<file path="src/rtl/exception_unit_if.sv">
// CP0 side of the exception interface: cause levels, EPC/BadVAddr out, ack and EPC back in.
// Handshake: the exception unit holds exactly one int_* high (the request) with epc_out and
// badvaddr_out stable until CP0 returns a one-cycle cop_reset pulse (the acknowledge).
interface exception_unit_if;
    logic        int_ext;
    logic        int_tr;
    logic        int_ovf;
    logic        int_ri;
    logic        int_sys;
    logic        int_addrs;
    logic        int_addrl;
    logic [31:0] epc_out;
    logic [31:0] badvaddr_out;
    logic        cop_reset;
    logic [31:0] epc_in;
    logic        exc_level;

    modport master (
        output int_ext, int_tr, int_ovf, int_ri, int_sys, int_addrs, int_addrl,
        output epc_out, badvaddr_out,
        input  cop_reset, epc_in, exc_level
    );

    modport slave (
        input  int_ext, int_tr, int_ovf, int_ri, int_sys, int_addrs, int_addrl,
        input  epc_out, badvaddr_out,
        output cop_reset, epc_in, exc_level
    );
endinterface

</file>
<file path="src/rtl/exception_unit.sv">
// Selects one exception cause from the commit stage, raises it to CP0, waits for the ack,
// then flushes and redirects fetch; also sequences ERET (flush, redirect to CP0 EPC).
module exception_unit #(
    parameter logic [31:0] KERNEL_VECTOR = 32'h8000_0180,
    parameter int          FLUSH_CYCLES  = 4,
    parameter int          ACK_TIMEOUT   = 8
) (
    input  logic               clk,
    input  logic               reset,
    input  logic               stall,
    input  logic               cm_valid,
    input  logic [31:0]        cm_pc,
    input  logic               cm_tr,
    input  logic               cm_ovf,
    input  logic               cm_ri,
    input  logic               cm_sys,
    input  logic               cm_addrs,
    input  logic               cm_addrl,
    input  logic [31:0]        cm_badvaddr,
    input  logic               cm_eret,
    input  logic               ext_irq,
    exception_unit_if.master   cp0,
    output logic               flush,
    output logic               pc_redirect,
    output logic [31:0]        pc_target,
    output logic               busy,
    output logic               panic,
    output logic [2:0]         dbg_state
);

    typedef enum logic [2:0] {
        IDLE       = 3'd0,
        RAISE      = 3'd1,
        FLUSH      = 3'd2,
        REDIRECT   = 3'd3,
        ERET_FLUSH = 3'd4,
        ERET_REDIR = 3'd5
    } state_e;

    state_e      state_q, state_d;
    logic        sync1_q, ext_s_q;
    logic [6:0]  cause_q, cause_d, cause_sel;
    logic [31:0] epc_q, epc_d, bad_q, bad_d, tgt_q, tgt_d;
    logic [7:0]  cnt_q, cnt_d;
    logic        panic_q, panic_d;
    logic        any_flag, commit_ok, take;

    assign any_flag  = cm_tr | cm_ovf | cm_ri | cm_sys | cm_addrs | cm_addrl;
    assign commit_ok = ~stall & cm_valid;
    assign take      = commit_ok & ~cp0.exc_level & (ext_s_q | any_flag);

    // cause_sel bit order: {ext, tr, ovf, ri, sys, addrs, addrl}
    always_comb begin
        cause_sel = 7'b0;
        if (ext_s_q)       cause_sel = 7'b1000000;
        else if (cm_tr)    cause_sel = 7'b0100000;
        else if (cm_ovf)   cause_sel = 7'b0010000;
        else if (cm_ri)    cause_sel = 7'b0001000;
        else if (cm_sys)   cause_sel = 7'b0000100;
        else if (cm_addrs) cause_sel = 7'b0000010;
        else if (cm_addrl) cause_sel = 7'b0000001;
    end

    always_comb begin
        state_d = state_q;
        cause_d = cause_q;
        epc_d   = epc_q;
        bad_d   = bad_q;
        tgt_d   = tgt_q;
        cnt_d   = cnt_q;
        panic_d = panic_q;
        case (state_q)
            IDLE: begin
                if (take) begin
                    state_d = RAISE;
                    cause_d = cause_sel;
                    epc_d   = cm_pc;
                    bad_d   = (cause_sel[1] | cause_sel[0]) ? cm_badvaddr : 32'h0;
                    cnt_d   = 8'd0;
                end else if (commit_ok & cp0.exc_level & any_flag) begin
                    // Nested exception: record it, but never disturb the handler in flight.
                    panic_d = 1'b1;
                end else if (commit_ok & cm_eret) begin
                    state_d = ERET_FLUSH;
                end
            end
            RAISE: begin
                if (cp0.cop_reset) begin
                    state_d = FLUSH;
                    cnt_d   = 8'(FLUSH_CYCLES - 1);
                end else if (cnt_q == 8'(ACK_TIMEOUT - 1)) begin
                    state_d = FLUSH;
                    panic_d = 1'b1;
                    cnt_d   = 8'(FLUSH_CYCLES - 1);
                end else begin
                    cnt_d = cnt_q + 8'd1;
                end
            end
            FLUSH: begin
                if (cnt_q == 8'd0) state_d = REDIRECT;
                else               cnt_d   = cnt_q - 8'd1;
            end
            REDIRECT:   state_d = IDLE;
            ERET_FLUSH: begin
                tgt_d   = cp0.epc_in;
                state_d = ERET_REDIR;
            end
            ERET_REDIR: state_d = IDLE;
            default:    state_d = IDLE;
        endcase
    end

    always_ff @(posedge clk) begin
        if (reset) begin
            state_q <= IDLE;
            sync1_q <= 1'b0;
            ext_s_q <= 1'b0;
            cause_q <= 7'b0;
            epc_q   <= 32'h0;
            bad_q   <= 32'h0;
            tgt_q   <= 32'h0;
            cnt_q   <= 8'd0;
            panic_q <= 1'b0;
        end else begin
            state_q <= state_d;
            sync1_q <= ext_irq;
            ext_s_q <= sync1_q;
            cause_q <= cause_d;
            epc_q   <= epc_d;
            bad_q   <= bad_d;
            tgt_q   <= tgt_d;
            cnt_q   <= cnt_d;
            panic_q <= panic_d;
        end
    end

    logic [6:0] int_vec;
    assign int_vec = (state_q == RAISE) ? cause_q : 7'b0;
    assign {cp0.int_ext, cp0.int_tr, cp0.int_ovf, cp0.int_ri,
            cp0.int_sys, cp0.int_addrs, cp0.int_addrl} = int_vec;
    assign cp0.epc_out      = epc_q;
    assign cp0.badvaddr_out = bad_q;

    assign flush       = (state_q == FLUSH) | (state_q == ERET_FLUSH);
    assign pc_redirect = (state_q == REDIRECT) | (state_q == ERET_REDIR);
    assign pc_target   = (state_q == REDIRECT)   ? KERNEL_VECTOR :
                         (state_q == ERET_REDIR) ? tgt_q : 32'h0;
    assign busy        = (state_q != IDLE);
    assign panic       = panic_q;
    assign dbg_state   = state_q;

endmodule

</file>
<file path="src/flat_wrapper.sv">
// flat-port wrapper written by rule: the top's interface ports become plain ports
module exception_unit_flat 
#(
    parameter logic [31:0] KERNEL_VECTOR = 32'h8000_0180,
    parameter int          FLUSH_CYCLES  = 4,
    parameter int          ACK_TIMEOUT   = 8
)
  (clk, reset, stall, cm_valid, cm_pc, cm_tr, cm_ovf, cm_ri, cm_sys, cm_addrs, cm_addrl, cm_badvaddr, cm_eret, ext_irq, flush, pc_redirect, pc_target, busy, panic, dbg_state, cp0_int_ext, cp0_int_tr, cp0_int_ovf, cp0_int_ri, cp0_int_sys, cp0_int_addrs, cp0_int_addrl, cp0_epc_out, cp0_badvaddr_out, cp0_cop_reset, cp0_epc_in, cp0_exc_level);
  exception_unit_if cp0_i ();
  input  logic clk;
  input  logic reset;
  input  logic stall;
  input  logic cm_valid;
  input  logic [31:0] cm_pc;
  input  logic cm_tr;
  input  logic cm_ovf;
  input  logic cm_ri;
  input  logic cm_sys;
  input  logic cm_addrs;
  input  logic cm_addrl;
  input  logic [31:0] cm_badvaddr;
  input  logic cm_eret;
  input  logic ext_irq;
  output logic flush;
  output logic pc_redirect;
  output logic [31:0] pc_target;
  output logic busy;
  output logic panic;
  output logic [2:0] dbg_state;
  output wire logic [$bits(cp0_i.int_ext)-1:0] cp0_int_ext;
  output wire logic [$bits(cp0_i.int_tr)-1:0] cp0_int_tr;
  output wire logic [$bits(cp0_i.int_ovf)-1:0] cp0_int_ovf;
  output wire logic [$bits(cp0_i.int_ri)-1:0] cp0_int_ri;
  output wire logic [$bits(cp0_i.int_sys)-1:0] cp0_int_sys;
  output wire logic [$bits(cp0_i.int_addrs)-1:0] cp0_int_addrs;
  output wire logic [$bits(cp0_i.int_addrl)-1:0] cp0_int_addrl;
  output wire logic [$bits(cp0_i.epc_out)-1:0] cp0_epc_out;
  output wire logic [$bits(cp0_i.badvaddr_out)-1:0] cp0_badvaddr_out;
  input wire logic [$bits(cp0_i.cop_reset)-1:0] cp0_cop_reset;
  input wire logic [$bits(cp0_i.epc_in)-1:0] cp0_epc_in;
  input wire logic [$bits(cp0_i.exc_level)-1:0] cp0_exc_level;
  assign cp0_int_ext = cp0_i.int_ext;
  assign cp0_int_tr = cp0_i.int_tr;
  assign cp0_int_ovf = cp0_i.int_ovf;
  assign cp0_int_ri = cp0_i.int_ri;
  assign cp0_int_sys = cp0_i.int_sys;
  assign cp0_int_addrs = cp0_i.int_addrs;
  assign cp0_int_addrl = cp0_i.int_addrl;
  assign cp0_epc_out = cp0_i.epc_out;
  assign cp0_badvaddr_out = cp0_i.badvaddr_out;
  assign cp0_i.cop_reset = cp0_cop_reset;
  assign cp0_i.epc_in = cp0_epc_in;
  assign cp0_i.exc_level = cp0_exc_level;
  exception_unit #(.KERNEL_VECTOR(KERNEL_VECTOR), .FLUSH_CYCLES(FLUSH_CYCLES), .ACK_TIMEOUT(ACK_TIMEOUT)) u_core (.clk(clk), .reset(reset), .stall(stall), .cm_valid(cm_valid), .cm_pc(cm_pc), .cm_tr(cm_tr), .cm_ovf(cm_ovf), .cm_ri(cm_ri), .cm_sys(cm_sys), .cm_addrs(cm_addrs), .cm_addrl(cm_addrl), .cm_badvaddr(cm_badvaddr), .cm_eret(cm_eret), .ext_irq(ext_irq), .cp0(cp0_i), .flush(flush), .pc_redirect(pc_redirect), .pc_target(pc_target), .busy(busy), .panic(panic), .dbg_state(dbg_state));
endmodule
</file>
<file path="config.mk">
export PLATFORM = sky130hd
export DESIGN_NAME = exception_unit_flat
export DESIGN_NICKNAME = d
export VERILOG_FILES = /design/src/rtl/exception_unit_if.sv /design/src/rtl/exception_unit.sv /design/src/flat_wrapper.sv
export SDC_FILE = /design/constraint.sdc
export NUM_CORES = 1
export LEC_CHECK = 0
export CORE_MARGIN = 3
export CORE_UTILIZATION = 35
export CTS_CLUSTER_DIAMETER = 40
export DETAILED_ROUTE_END_ITERATION = 6
export PLACE_DENSITY = 0.66
export SLEW_MARGIN = 30
export SYNTH_ARGS = -nofsm -noshare
export SYNTH_HDL_FRONTEND = slang
export SYNTH_SLANG_ARGS = --single-unit
</file>
<file path="constraint.sdc">
create_clock -name clk -period 3.2 [get_ports clk]
set_input_delay 0.64 -clock clk [delete_from_list [all_inputs] [get_ports clk]]
set_output_delay 0.64 -clock clk [all_outputs]
set_load 0.02 [all_outputs]
</file>
== Word level (Yosys, flattened, before mapping) ==
Cells that the tools add are included.

* Input port bits: 110
* Register bits: 117
* Logic and storage cells: 81

* Muxes and demuxes: 28
* Equality and inequality tests: 16
* Bitwise gates (word level): 17
* Add/sub/neg operators: 2
* Reductions and logical operators: 9

{| class="wikitable"
|+ Operators with widths
! cell !! count
|-
| 32-bit 2-to-1 mux || 3
|-
| 7-bit 2-to-1 mux || 7
|-
| 8-bit 2-to-1 mux || 4
|-
| 8-bit case mux with 3 select lines || 1
|-
| 3-bit 2-to-1 mux || 6
|-
| 3-bit case mux with 4 select lines || 1
|-
| 1-bit bitwise OR || 9
|-
| 8-bit by 1-bit adder with 8-bit output, second input constant || 1
|-
| 8-bit by 3-bit == test with 1-bit output, second input constant || 1
|-
| 8-bit zero test || 1
|-
| 2-bit by 1-bit inequality test with 1-bit output, second input constant || 4
|-
| 8-bit by 1-bit subtractor with 8-bit output, second input constant || 1
|-
| 1-bit bitwise AND || 6
|-
| 3-bit by 2-bit == test with 1-bit output, second input constant || 2
|-
| 3-bit == test, second input constant || 2
|-
| 2-bit inequality test, second input constant || 3
|-
| 3-bit by 2-bit inequality test with 1-bit output, second input constant || 2
|-
| 3-bit nonzero test || 2
|-
| 1-bit 2-to-1 mux || 5
|-
| 5-bit AND reduction || 1
|-
| 4-bit AND reduction || 1
|-
| 3-bit by 1-bit == test with 1-bit output, second input constant || 1
|-
| 3-bit zero test || 1
|-
| 3-bit by 1-bit inequality test with 1-bit output, second input constant || 1
|-
| 5 further kinds || 6
|}

== Depth between registers and ports, before layout ==
Gate-level depths: netlist (run 1).

* Depth after elaboration: 9
* Gate-level depth with buffers: 8
* Gate-level depth less buffers: 7

== Worst setup path before layout (run 1) ==
OpenSTA, ideal clock, no wires.

* Path kind: register to output
* Start: register u_core.state_q[2], in the netlist u_core.dbg_state[2]
* End: output pc_target[31]
* Arrival time: 1.649 ns
* Slack: 0.911 ns
* Cell stages (with the launch flop): 6
* Cells stage by stage: dfxtp_1 -> clkbuf_1 -> nor2b_1 -> clkbuf_1 -> nand2_1 -> a21oi_1

* Cells in the longest elaborated chain, start to end: 3
* Elaborated cells between the ends (all ways): 4
* Classes of those cells: 2 x eq/ne; 2 x mux

{| class="wikitable"
|+ Ends and longest elaborated chain
! item !! line !! text
|-
| start, declared || exception_unit.sv:40 || <nowiki>state_e state_q, state_d;</nowiki>
|-
| start signal, assigned || exception_unit.sv:125 || <nowiki>state_q <= state_d;</nowiki>
|-
| 3-bit == test || exception_unit.sv:147 || <nowiki>(state_q == ERET_REDIR) ? tgt_q : 32'h0;</nowiki>
|-
| 32-bit 2-to-1 mux || exception_unit.sv:147 ||
|-
| 32-bit 2-to-1 mux * || exception_unit.sv:146 || <nowiki>assign pc_target = (state_q == REDIRECT) ? KERNEL_VECTOR :</nowiki>
|-
| end, declared || flat_wrapper.sv:26 || <nowiki>output logic [31:0] pc_target;</nowiki>
|}

Every way passes the cells marked *; elsewhere a longest branch is shown, timed or not.

== Final worst setup path (run 1) ==
* Start: register u_core.state_q[1], in the netlist u_core.dbg_state[1]
* End: output flush

* Cells in the longest elaborated chain, start to end: 2
* Elaborated cells between the ends (all ways): 3
* Classes of those cells: 2 x eq/ne; 1 x bitwise

{| class="wikitable"
|+ Ends and longest elaborated chain
! item !! line !! text
|-
| 3-bit by 2-bit == test with 1-bit output / 3-bit == test (equally long branches) || exception_unit.sv:144 || <nowiki>assign flush = (state_q == FLUSH) | (state_q == ERET_FLUSH);</nowiki>
|-
| 1-bit bitwise OR * || exception_unit.sv:144 ||
|-
| end, declared || flat_wrapper.sv:24 || <nowiki>output logic flush;</nowiki>
|}

Marked as above.

==> results of run 1 <==
==> worst max-delay path, stage by stage (launching register included) <==
cell and delay, ps:
dfxtp_1 510, or3b_1 560, nand2_1 150, clkdlybuf4s50_1 650
==> layer usage <==
metal | wire [um] | GRT usage | vias up
li1 | - | - | 2535
met1 | 6740 | 0.244 | 2340
met2 | 7460 | 0.313 | 188
met3 | 1020 | 0.0586 | 46
met4 | 586 | 0.116 | 2
met5 | 16 | 0 | -
==> placed cells by master, fill, tap and decap left out, types with 3 or more instances in the layout <==
| cell type | n |
|---|---|
| nor4_1 | 4 |
| buf_4 | 8 |
| nor2_1 | 12 |
| nor3_1 | 11 |
| inv_1 | 5 |
| o21ai_0 | 7 |
| clkbuf_8 | 3 |
| nand3_1 | 39 |
| buf_12 | 3 |
| clkbuf_1 | 5 |
| dfxtp_1 | 117 |
| nor2b_1 | 6 |
| clkdlybuf4s50_1 | 218 |
| nor3b_1 | 3 |
| and3_1 | 38 |
| clkinv_2 | 4 |
| clkbuf_16 | 17 |
| nand2_1 | 177 |
| a21oi_1 | 115 |
==> worst paths after layout <==
path	from	end	slack [ps]	depth (start not counted)
worst min register to register	u_core.tgt_q[26]	u_core.tgt_q[26]	450	2
worst min-delay path	u_core.tgt_q[26]	u_core.tgt_q[26]	450	2
worst max-delay path	u_core.dbg_state[1]	flush	280	3
worst max register to register	u_core.dbg_state[1]	u_core.cnt_q[7]	1040	5
==> stage by stage <==
| stage | instance area [um2] | power [mW] | std cells |
|---|---|---|---|
| floorplan | 4830 | 1.74 | 629 |
| global placement | 7140 | 1.97 | 982 |
| detailed placement | 7140 | 1.98 | 982 |
| CTS | 7680 | 3.72 | 1012 |
| global route | 7680 | 3.82 | 1012 |
| finish | 7680 | 3.68 | 1012 |
==> logic make-up (layout without fill, tap and decap cells) <==
family | count (synthesis) | in the layout | synth area share
AND/OR/NAND/NOR | 306 | 306 | 0.290
adder cells (fa/ha/maj) | 2 | 2 | 0.00518
XOR/XNOR | 2 | 2 | 0.00362
multiplexers | 1 | 1 | 0.00207
flip-flops | 117 | 117 | 0.484
buffers and inverters | 57 | 264 | 0.0492
AO/OA/AOI/OAI | 144 | 144 | 0.165
==> state kept, by name, summed over array words and instances, names as in the netlist <==
name and count:
u_core.cp0.badvaddr_out 32, u_core.panic 1, u_core.sync1_q 1, u_core.tgt_q 32, u_core.cnt_q 8, u_core.cp0.epc_out 32, u_core.ext_s_q 1, u_core.dbg_state 3
u_core.cause_q 7
==> cell type report <==
cell class	count	area, um2	share of cell area
inverter	5	18.8	0.00244
timing repair buffer	229	2300	0.300
clock inverter	5	50.0	0.00652
multi-input combinational	455	2260	0.294
sequential	117	2340	0.305
tap	176	220	0.0287
clock buffer	25	485	0.0632
==> report_power, final <==
part	internal, mW	total (mW)	switching, mW
logic	0.225	0.447	0.222
clock network	1.11	1.73	0.615
registers	1.49	1.51	0.0206
total	2.83	3.68	0.857
==> impl_metrics.toml, run 1 <==
[yosys]
synth_area_leader_cell = "dfxtp_1"
yosys-top-cells-area = "dfxtp_1 (48%), nand2_1 (14%), a21oi_1 (12%)"
synth-async-reset-ratio = 0
synthCells = 629
yosysMostFrequentCell = "nand2_1"
synth_edf_count = 0
synth_top_area_frac = 0.484
ys_ff_latch = 117
syn-num-nets = 741
synth_flop_cell = "dfxtp_1"
syn_area_um2 = 4830
yosys_warnings = 0
yosysUniqueCellTypes = 44
avgSynthCellArea_um2 = 7.69
synth_common_cells = "nand2_1 (178), dfxtp_1 (117), a21oi_1 (115)"
yosysSeqAreaShare = 0.484

[global_route]
first_global_vias = 4904
grt_pass1_wl_mm = 24.0
antenna_found_initial = 1
grt_start_max_net_pins = 72
track_usage = 0.200
overflow = 0

[finish]
syn2layout_area_growth_pct = 58.9
final_net_count = 937
utilization = 0.573
insertedDiodeCount = 0
drive_gt1_frac = 0.0514
fillerInstances = 1230

[status]
outcome = "complete, no violations"

[die]
rows = 42
num_io_pins = 220
start_util = 0.361
core_um2 = 13400
die_w_um = 124
dieHeight_um = 124
dieArea_um2 = 15300

[clock_tree]
htree_levels = 4
clock_path_buffers = 2
cts_tree = "done"
clkTransAtPathRegs_ps = 50
clock_sinks = 117
post_cts_buffers = 0
clk_latency_ps = 410
cts_resized = 0
root_buffer = "clkbuf_16"
hold_buffers = 0
numCtsBuffers = 17

[worst_setup_path]
start_kind = "flop"
cp_max_fo = 11
crit_type = "reg -> out"
cp.arrival_ps = 2280
endpoint_kind = "output port"
cp.required_ps = 2560

[power]
powerDensity_nw_per_um2 = 480
leakage_nw = 2.73
ir_worst_vdd_v = 0.000315

[timing]
finClkSkew_ps = 8.97
slew_violations = 0
post-route-period-util = 0.913
fmax_mhz = 342
setup_violations = 0
grt_setup_unrepaired = "no"
slew_headroom = 0.525
min_period_ps = 2920
tns_ps = 0
worst_pin_slew_ps = 713
hold_violations = 0
setup_ws_ps = 278
fin_hold_ws_ps = 447

[min_path]
min_path_type = "reg -> reg"

[detailed_routing]
num_vias = 5111
drtIter0Drc = 351
antenna_left = 0
firstDrtPassIters = 4
drc = 0
post_drt_wl_per_cell_um = 15.6
viasPerCell = 5.05
wirelength_mm = 15.8

[place]
dp_hpwl_mm = 10.8
gp_congestion = 0.785
pre_cts_slack_ps = 330
portBuffers = 219

[job]
maxCapViolCount = 0
No activity file was read; power rests on OpenSTA's default activity.
==> run 2: changes to the inputs <==
ABC_AREA = 1   (was not set)
==> run 2 against run 1 <==
Power rose by 47%. Sequential share of layout area is 0.68 points lower. Critical path depth stayed put. Combinational power grew to 3.7 times the previous value. Largest cell class unchanged.
==> impl_metrics.toml, run 2 <==
[detailed_routing]
wirelength_mm = 14.9
drtIter0Drc = 328
num_vias = 5050
drc = 0
post_drt_wl_per_cell_um = 13.6
antenna_left = 0
viasPerCell = 4.61
firstDrtPassIters = 4

[worst_setup_path]
crit_path_top_delay_cell = "clkdlybuf4s50_1"
path_buf_inv = 1
cp_max_fo = 11
cpPeakStageDelay_ps = 680
crit_type = "reg -> out"
reg2reg_slack_ps = 920
cp_cell_sequence = "nand3_1 -> nor2_1 -> clkdlybuf4s50_1"
crit_family = "buffers and inverters"
cp.arrival_ps = 2270
endpoint_kind = "output port"
start_kind = "flop"
cp.required_ps = 2560

[clock_tree]
clock_path_buffers = 2
clk_latency_ps = 400
htree_levels = 4
post_cts_buffers = 0
numCtsBuffers = 17
cts_tree = "done"
clock_sinks = 117
hold_buffers = 0
root_buffer = "clkbuf_16"
clkTransAtPathRegs_ps = 50
cts_resized = 0

[yosys]
yosysUniqueCellTypes = 26
synth_area_leader_cell = "dfxtp_1"
synth_flop_cell = "dfxtp_1"
synth_common_cells = "nor2_1 (134), dfxtp_1 (117), nand2_1 (93)"
ys_ff_latch = 117
synthCells = 701
yosys-top-cells-area = "dfxtp_1 (47%), nor2_1 (10%), a21oi_1 (8.3%)"
avgSynthCellArea_um2 = 7.06
yosysSeqAreaShare = 0.474
synth_edf_count = 0
yosysMostFrequentCell = "nor2_1"
synth_top_area_frac = 0.474
syn_area_um2 = 4950
synth-async-reset-ratio = 0
syn-num-nets = 813
yosys_warnings = 0

[timing]
slew_violations = 0
finClkSkew_ps = 9.09
fmax_mhz = 343
min_period_ps = 2910
setup_ws_ps = 286
post-route-period-util = 0.910
grt_setup_unrepaired = "no"
tns_ps = 0
worst_pin_slew_ps = 728
slew_headroom = 0.514
setup_violations = 0
hold_violations = 0

[die]
core_um2 = 13500
die_w_um = 125
dieHeight_um = 125
dieArea_um2 = 15600
rows = 42
num_io_pins = 220
start_util = 0.366

[finish]
drive_gt1_frac = 0.0588
final_net_count = 1019
final_common_cell = "clkdlybuf4s50_1"
utilization = 0.582
insertedDiodeCount = 0
layout_common_cells = "clkdlybuf4s50_1 (218), nor2_1 (134), dfxtp_1 (117)"
syn2layout_area_growth_pct = 58.8

[power]
ir_worst_vdd_v = 0.000308
powerDensity_nw_per_um2 = 688
leakage_nw = 3.02

[global_route]
track_usage = 0.188
met2_usage = 0.308
first_global_vias = 4705
grt_use_met1 = 0.223
overflow = 0
grt_start_max_net_pins = 73
grt_busiest_layer = "met2"
use_met3 = 0.0798
antenna_found_initial = 0
grt_pass1_wl_mm = 24.0

[job]
maxCapViolCount = 0

[place]
pre_cts_slack_ps = 364
dp_hpwl_mm = 10.3
portBuffers = 219
gp_congestion = 0.801

[min_path]
min_path_type = "reg -> reg"

[status]
outcome = "complete, no violations"
-- run 2: changes by cell type after synthesis, sizes merged, moves of 6 or more --
| cell | delta |
|---|---|
| nor3 | -8 |
| nor2 | +123 |
| buf | +7 |
| nor2b | -6 |
| inv | +71 |
| o21ai | +70 |
| clkbuf | -18 |
| nand2 | -81 |
| and3 | -38 |
| a21oi | -34 |
| nand3 | +21 |
-- run 2: cell families after synthesis --
kind of cell               after synthesis  synth area share
AOI/OAI and AO/OA                      161             0.165
xor gates and xnor gates                 4           0.00708
adders and majority gates                2           0.00506
buffers and inverters                  118            0.0961
DFF                                    117             0.474
and+or+nand+nor                        299             0.253
-- run 2: cell type report --
cell class,instances,area [um2]
multi-input combinational,466,2130
timing repair buffer,228,2280
fill,1306,5650
inverter,77,292
tap,176,220
sequential,117,2340
clock buffer,21,460
clock inverter,10,130
-- run 2: path summary, 6_finish.rpt --
kind                       startpoint             endpoint  cells past startpoint
setup / recovery  u_core.dbg_state[0]        cp0_int_addrs                      3
hold / removal         u_core.sync1_q       u_core.ext_s_q                      2
hold reg to reg        u_core.sync1_q       u_core.ext_s_q                      2
setup reg to reg  u_core.dbg_state[0]  u_core.dbg_state[0]                      9
-- run 2: power breakdown --
group / switching [mW] / leakage (nW) / internal, mW / total [mW]
registers: 0.144 / 0.952 / 1.72 / 1.86
clock network: 0.643 / 0.288 / 1.25 / 1.90
logic: 1.01 / 1.78 / 0.637 / 1.65
-- run 2: metrics by stage --
stage | hold slack [ps] | power [mW] | instances | instance area [um2]
5_1_grt | 434 | 5.75 | 1095 | 7860
2_1_floorplan | 388 | 2.96 | 701 | 4950
4_1_cts | 413 | 5.47 | 1095 | 7860
3_3_place_gp | 391 | 3.53 | 1064 | 7260
6_report | 412 | 5.41 | 1095 | 7860
3_5_place_dp | 406 | 3.55 | 1064 | 7260
-- run 2: layer usage --
layer,wire [um],vias to the layer above
met5,0,-
met2,7010,138
met3,1150,12
met1,6580,2239
met4,198,0
li1,-,2661
-- run 2: worst register-to-register path, stage by stage, from the launching register on --
cell	delay [ps]
dfxtp_1	550
nand3_1	440
inv_1	250
nand2_1	70
nor2_1	410
nor2_1	130
nand3_1	160
nand2_1	60
nand2_1	50
nor2_1	40
